## config.mk

```make
export PLATFORM = sky130hd
export DESIGN_NAME = tetris_ctrl_flat
export DESIGN_NICKNAME = d
export VERILOG_FILES = /design/src/rtl/tetris_ctrl_if.sv /design/src/rtl/tetris_ctrl.sv /design/src/flat_wrapper.sv
export SDC_FILE = /design/constraint.sdc
export NUM_CORES = 1
export LEC_CHECK = 0
export ABC_AREA = 1
export BUFFER_PORTS_ARGS = -buffer_cell sky130_fd_sc_hd__buf_2
export CORE_MARGIN = 4
export CORE_UTILIZATION = 45
export CTS_BUF_LIST = sky130_fd_sc_hd__clkbuf_4 sky130_fd_sc_hd__clkbuf_8
export DETAILED_ROUTE_END_ITERATION = 10
export HOLD_SLACK_MARGIN = 0.03
export PLACE_DENSITY = 0.75
export RECOVER_POWER = 50
export SLEW_MARGIN = 15
export SYNTH_ARGS = -nofsm -noshare
export SYNTH_HDL_FRONTEND = slang
export SYNTH_SLANG_ARGS = --single-unit
```

## constraint.sdc

```tcl
create_clock -name clka -period 2.53 [get_ports clka]
set_input_delay 0.759 -clock clka [delete_from_list [all_inputs] [get_ports clka]]
set_output_delay 0.759 -clock clka [all_outputs]
set_load 0.02 [all_outputs]
```

## src/rtl/tetris_ctrl_if.sv

```systemverilog
// Player request handshake between the button front end (master) and tetris_ctrl (slave).
interface tetris_ctrl_if;
    logic       btn_valid;
    logic [1:0] btn_move;
    logic       btn_ready;

    modport master (output btn_valid, output btn_move, input btn_ready);
    modport slave  (input btn_valid, input btn_move, output btn_ready);
endinterface

```

## src/rtl/tetris_ctrl.sv

```systemverilog
// Tetris game sequencer: state register, registered board/piece feedback, gravity and score.
// Optional feature macro: TETRIS_CTRL_SCORE_EN builds the full-row counter and score register.
module tetris_ctrl #(
    parameter int DROP_TICKS = 16,
    parameter int SCORE_W    = 8
) (
    input  logic               clka,
    input  logic               restart,
    tetris_ctrl_if.slave       btn,
    output logic [2:0]         state,
    output logic [2:0]         old_state,
    output logic [1:0]         move,
    output logic [31:0]        board_q,
    output logic [1:0]         piece_q,
    output logic [4:0]         location_q,
    output logic [1:0]         rotation_q,
    input  logic [31:0]        dp_board,
    input  logic [1:0]         dp_piece,
    input  logic [4:0]         dp_location,
    input  logic [1:0]         dp_rotation,
    input  logic               dp_touched,
    input  logic               dp_error,
    output logic               game_over,
    output logic [SCORE_W-1:0] score
);

    typedef enum logic [2:0] {
        ST_GEN      = 3'b000,
        ST_MOVE     = 3'b001,
        ST_LAND     = 3'b010,
        ST_CLEAR    = 3'b011,
        ST_NEWBOARD = 3'b100,
        ST_GAMEOVER = 3'b101,
        ST_WAIT     = 3'b110
    } state_e;

    localparam logic [7:0] DROP_LAST = 8'(DROP_TICKS - 1);
    localparam logic [4:0] SPAWN_LOC = 5'd2;

    state_e      state_q, state_d;
    state_e      old_state_q;
    logic [1:0]  move_q, move_d;
    logic [31:0] board_d;
    logic [1:0]  piece_d;
    logic [4:0]  location_d;
    logic [1:0]  rotation_d;
    logic [7:0]  drop_cnt_q, drop_cnt_d;
    logic        game_over_q, btn_ready_q;
    logic        btn_req;
    logic        new_game;

    // A zero code is not a request, in WAIT or in GAMEOVER.
    assign btn_req  = btn.btn_valid && (btn.btn_move != 2'd0);
    assign new_game = (state_q == ST_GAMEOVER) && btn_req && (btn.btn_move == 2'd3);

    // NOTE: every signal gets its default before the case so no path leaves it unassigned (no latches).
    always_comb begin
        state_d    = state_q;
        move_d     = 2'd0;
        board_d    = board_q;
        piece_d    = piece_q;
        location_d = location_q;
        rotation_d = rotation_q;
        drop_cnt_d = drop_cnt_q;
        case (state_q)
            ST_NEWBOARD: begin
                board_d    = dp_board;
                piece_d    = 2'd0;
                location_d = SPAWN_LOC;
                rotation_d = 2'd0;
                state_d    = ST_GEN;
            end
            ST_GEN: begin
                board_d    = dp_board;
                piece_d    = dp_piece;
                location_d = SPAWN_LOC;
                rotation_d = 2'd0;
                drop_cnt_d = 8'd0;
                state_d    = dp_error ? ST_GAMEOVER : ST_WAIT;
            end
            ST_WAIT: begin
                // Button wins a tie with gravity; the counter holds so the drop fires next WAIT cycle.
                if (btn_req) begin
                    move_d  = btn.btn_move;
                    state_d = ST_MOVE;
                end else if (drop_cnt_q == DROP_LAST) begin
                    drop_cnt_d = 8'd0;
                    state_d    = ST_MOVE;
                end else begin
                    drop_cnt_d = drop_cnt_q + 8'd1;
                end
            end
            ST_MOVE: begin
                board_d    = dp_board;
                location_d = dp_location;
                rotation_d = dp_rotation;
                state_d    = (dp_touched && (move_q == 2'd0)) ? ST_LAND : ST_WAIT;
            end
            ST_LAND:  state_d = ST_CLEAR;
            ST_CLEAR: begin
                board_d = dp_board;
                state_d = ST_GEN;
            end
            ST_GAMEOVER: begin
                if (new_game) state_d = ST_NEWBOARD;
            end
            default: state_d = ST_NEWBOARD;
        endcase
    end

    // NOTE: sequential state uses non-blocking assignments so every flop samples pre-edge values.
    always_ff @(posedge clka) begin
        if (restart) begin
            state_q     <= ST_NEWBOARD;
            old_state_q <= ST_NEWBOARD;
            move_q      <= 2'd0;
            board_q     <= 32'd0;
            piece_q     <= 2'd0;
            location_q  <= SPAWN_LOC;
            rotation_q  <= 2'd0;
            drop_cnt_q  <= 8'd0;
            game_over_q <= 1'b0;
            btn_ready_q <= 1'b0;
        end else begin
            state_q     <= state_d;
            old_state_q <= state_q;
            move_q      <= move_d;
            board_q     <= board_d;
            piece_q     <= piece_d;
            location_q  <= location_d;
            rotation_q  <= rotation_d;
            drop_cnt_q  <= drop_cnt_d;
            game_over_q <= (state_d == ST_GAMEOVER);
            btn_ready_q <= (state_d == ST_WAIT) || (state_d == ST_GAMEOVER);
        end
    end

    assign state         = state_q;
    assign old_state     = old_state_q;
    assign move          = move_q;
    assign game_over     = game_over_q;
    assign btn.btn_ready = btn_ready_q;

`ifdef TETRIS_CTRL_SCORE_EN
    localparam int SUM_W = SCORE_W + 4;

    logic [SCORE_W-1:0] score_q, score_d;
    logic [3:0]         full_rows;
    logic [SUM_W-1:0]   score_sum;

    always_comb begin
        full_rows = 4'd0;
        for (int r = 0; r < 8; r++) begin
            full_rows = full_rows + {3'd0, &board_q[r*4 +: 4]};
        end
    end

    assign score_sum = SUM_W'(score_q) + SUM_W'(full_rows);

    always_comb begin
        score_d = score_q;
        if (new_game) begin
            score_d = '0;
        end else if (state_q == ST_CLEAR) begin
            score_d = (|score_sum[SUM_W-1:SCORE_W]) ? '1 : score_sum[SCORE_W-1:0];
        end
    end

    always_ff @(posedge clka) begin
        if (restart) score_q <= '0;
        else         score_q <= score_d;
    end

    assign score = score_q;
`else
    assign score = '0;
`endif

endmodule

```

## src/flat_wrapper.sv

```systemverilog
// flat-port wrapper written by rule: the top's interface ports become plain ports
module tetris_ctrl_flat 
#(
    parameter int DROP_TICKS = 16,
    parameter int SCORE_W    = 8
)
  (clka, restart, state, old_state, move, board_q, piece_q, location_q, rotation_q, dp_board, dp_piece, dp_location, dp_rotation, dp_touched, dp_error, game_over, score, btn_btn_valid, btn_btn_move, btn_btn_ready);
  tetris_ctrl_if btn_i ();
  input  logic clka;
  input  logic restart;
  output logic [2:0] state;
  output logic [2:0] old_state;
  output logic [1:0] move;
  output logic [31:0] board_q;
  output logic [1:0] piece_q;
  output logic [4:0] location_q;
  output logic [1:0] rotation_q;
  input  logic [31:0] dp_board;
  input  logic [1:0] dp_piece;
  input  logic [4:0] dp_location;
  input  logic [1:0] dp_rotation;
  input  logic dp_touched;
  input  logic dp_error;
  output logic game_over;
  output logic [SCORE_W-1:0] score;
  input wire logic [$bits(btn_i.btn_valid)-1:0] btn_btn_valid;
  input wire logic [$bits(btn_i.btn_move)-1:0] btn_btn_move;
  output wire logic [$bits(btn_i.btn_ready)-1:0] btn_btn_ready;
  assign btn_i.btn_valid = btn_btn_valid;
  assign btn_i.btn_move = btn_btn_move;
  assign btn_btn_ready = btn_i.btn_ready;
  tetris_ctrl #(.DROP_TICKS(DROP_TICKS), .SCORE_W(SCORE_W)) u_core (.clka(clka), .restart(restart), .btn(btn_i), .state(state), .old_state(old_state), .move(move), .board_q(board_q), .piece_q(piece_q), .location_q(location_q), .rotation_q(rotation_q), .dp_board(dp_board), .dp_piece(dp_piece), .dp_location(dp_location), .dp_rotation(dp_rotation), .dp_touched(dp_touched), .dp_error(dp_error), .game_over(game_over), .score(score));
endmodule
```

==> summary.txt <==
Worst setup path
  • Crit path launch type: register
  • Worst path bufs/invs: 1
  • Crit path DAT: roughly 1000 ps
  • Critical Path RT: 1770 ps
  • Crit Path Max Fanout: 6
  • Delay of the slowest critical-path stage: about 440 ps
  • Family with the most delay on the worst path: flip-flops
  • Slowest cell on the critical path: dfxtp_1
  • Worst Setup Path Type: register to output port
  • CP Cell Sequence: buf_2
  • Reg2Reg Setup Slack: 940 ps
  • CP Capture Type: output port

Clock network
  • Root Buffer: clkbuf_8
  • H-tree depth: 3
  • Worst-Skew Late Latency: around 340 ps
  • Hold Buf Count CTS: 0
  • CTS sink count: slightly below 60
  • Clk buf depth: 2
  • Setup Fix Bufs, Post-CTS: 0
  • CTS buffer count: 9
  • CTS tree: done
  • Number of gates resized after cts: 0
  • Reg clk slew, reported paths: 70 ps

STA
  • Max Fclk: approximately 570 MHz
  • Clock Skew: approximately 4.2 ps
  • Final-report hold violation count: 0
  • Worst slew pin tran: between 600 and 700 ps
  • Final period util: between 60% and 70%
  • Slew Viols, Final: 0
  • WHS: about 470 ps
  • Final Setup Violations: 0
  • Period minus WS final: 1750 ps
  • Max-slew headroom at the worst pin: a little under three fifths
  • RSZ-0062 raised after global routing: no
  • Setup ws final: about 780 ps
  • Setup TNS: 0 ps

Drt
  • TritonRoute pass-1 iters: 4
  • Initial DRC count: 134
  • Final WL: between 5000 and 6000 um
  • Vias: roughly 2300
  • # DRC: 0
  • DRT antenna net count: 0
  • Vias/cell: 4.599
  • DR WL/cell: about 11 um

Place
  • Setup WS pre-CTS: 675.7 ps
  • Post-DP Area: between 0.002 and 0.003 mm2
  • Input/output buffers: roughly 100
  • HPWL Detailed: roughly 4000 um
  • Global placer's final weighted congestion: around 0.84

Synth
  • Post-synthesis register bit count: between 50 and 60
  • Mapped cell area: 0.002365 mm2
  • Seq/Total Area, Yosys: ~50%
  • Area leader, netlist: dfxtp_1
  • Avg Cell Area, Syn: between 7 and 8 um2
  • Largest cells by area after synthesis: dfxtp_1, nor2_1, nand2_1
  • Synth warn: 0
  • Unique masters post-synth: 24
  • Cell count after synthesis: around 320
  • Share of the synthesized area in the top cell type: approximately 50%

Global routing
  • Grt ovf: 0
  • GR Layer Usage met3: ~9.2%
  • M1 GR Usage: between 20% and 30%
  • Pin count of the biggest net entering global routing: between 40 and 50
  • Vias in the first global route: roughly 2200
  • GRT Overall Usage: a little under a fifth
  • First-pass GRT wire length: ~9200 um
  • GRT met2 Usage: about 30%
  • Initial antenna violation count: 0
  • Global routing's busiest layer: met2

Final layout
  • Area Overhead vs Synth: 27.51%
  • Most frequent cells in the layout: nor2_1, buf_2, dfxtp_1, nand2_1, o21ai_0
  • Diode count: 0
  • Fin area: between 0.003 and 0.004 mm2
  • Post-route core utilization: between 50% and 60%
  • Nets: 470
  • Most common cell after layout, fill and taps aside: nor2_1
  • Layout cells sized above 1: 22.54%

Worst hold path
  • Hold WC Path Type: register to register

Floorplanning
  • Ports: 107
  • Die Area: 0.006479 mm2
  • Die H: 80.49 um
  • Rows: 26
  • Die width: 80.49 um
  • Core ar.: around 0.0051 mm2
  • Initial core utilization: between 40% and 50%

Pwr
  • Leak: roughly 1.5 nW
  • Pwr per Cell Area: around 900 mW/mm2
  • Peak VDD IR: ~0.54 mV

Job
  • Max-cap violations: 0

Run status
  • Outcome: complete, no violations
-- flip-flops by register name, summed over array words and instances (netlist names) --
| register | flops |
|---|---|
| u_core.board_q | 32 |
| u_core.state | 3 |
| u_core.location_q | 5 |
| u_core.rotation_q | 2 |
| u_core.btn.btn_ready | 1 |
| u_core.move | 2 |
| u_core.game_over | 1 |
| u_core.old_state | 3 |
| u_core.piece_q | 2 |
| u_core.drop_cnt_q | 8 |
-- cell type report --
cell class                 instances  area (um2)
clock buffer                      11       145.1
clock inverter                     5       52.55
fill                             500        2092
inverter                          24       90.09
multi-input combinational        227       989.7
sequential                        59        1181
tap                               70       87.58
timing repair buffer             100       469.2
-- synthesized netlist by cell type --
master / n
a21oi_1: 13
buf_2: 3
buf_4: 8
buf_6: 1
clkbuf_1: 6
clkbuf_4: 1
clkbuf_8: 1
conb_1: 1
dfxtp_1: 59
ha_1: 1
inv_1: 22
inv_2: 2
nand2_1: 56
nand2_2: 2
nand3_1: 14
nand3_2: 1
nor2_1: 88
nor2_2: 3
nor3_1: 2
nor4b_1: 2
o211ai_1: 2
o21ai_0: 33
o21ai_4: 1
o22ai_1: 1
-- cells by family after synthesis --
group           synth area share, %
simple gates                  28.73
flops                         49.95
compound gates                11.32
buf+inv                       9.312
fa+ha+maj                    0.5290
other cells                  0.1586
-- worst paths after layout --
path,from,to,cells after the start
setup / recovery,u_core.state[0],state[0],1
hold / removal,u_core.location_q[4],u_core.location_q[4],2
hold reg to reg,u_core.location_q[4],u_core.location_q[4],2
setup reg to reg,u_core.state[0],u_core.board_q[1],7
-- through the flow --
step           power, W  instances
4_1_cts        0.002762        496
3_5_place_dp   0.001909        480
5_1_grt        0.002897        496
6_report       0.002717        496
2_1_floorplan  0.001695        330
3_3_place_gp   0.001894        480
-- layer usage --
metal,up-vias,wire (um),part of all wire (%)
met4,0,59,1.1
met2,81,2621,47
met5,-,0,0
met3,7,572,10
met1,1000,2281,41
li1,1193,-,-
-- worst reg2reg max path: stages, from the launching register on --
cell and delay (ps):
dfxtp_1 440, inv_2 90, nand2_2 80, nand2_1 60
buf_4 210, inv_2 430, nor2_1 90, nor2_1 120
-- where the power goes --
part / switching [W] / internal (W) / total [W]
logic: 0.000518 / 0.000210 / 0.000728
clock network: 0.000363 / 0.000487 / 0.000850
registers: 0.0000771 / 0.00106 / 0.00114
total: 0.000958 / 0.00176 / 0.00272
Power figures use the tool's default switching activity.
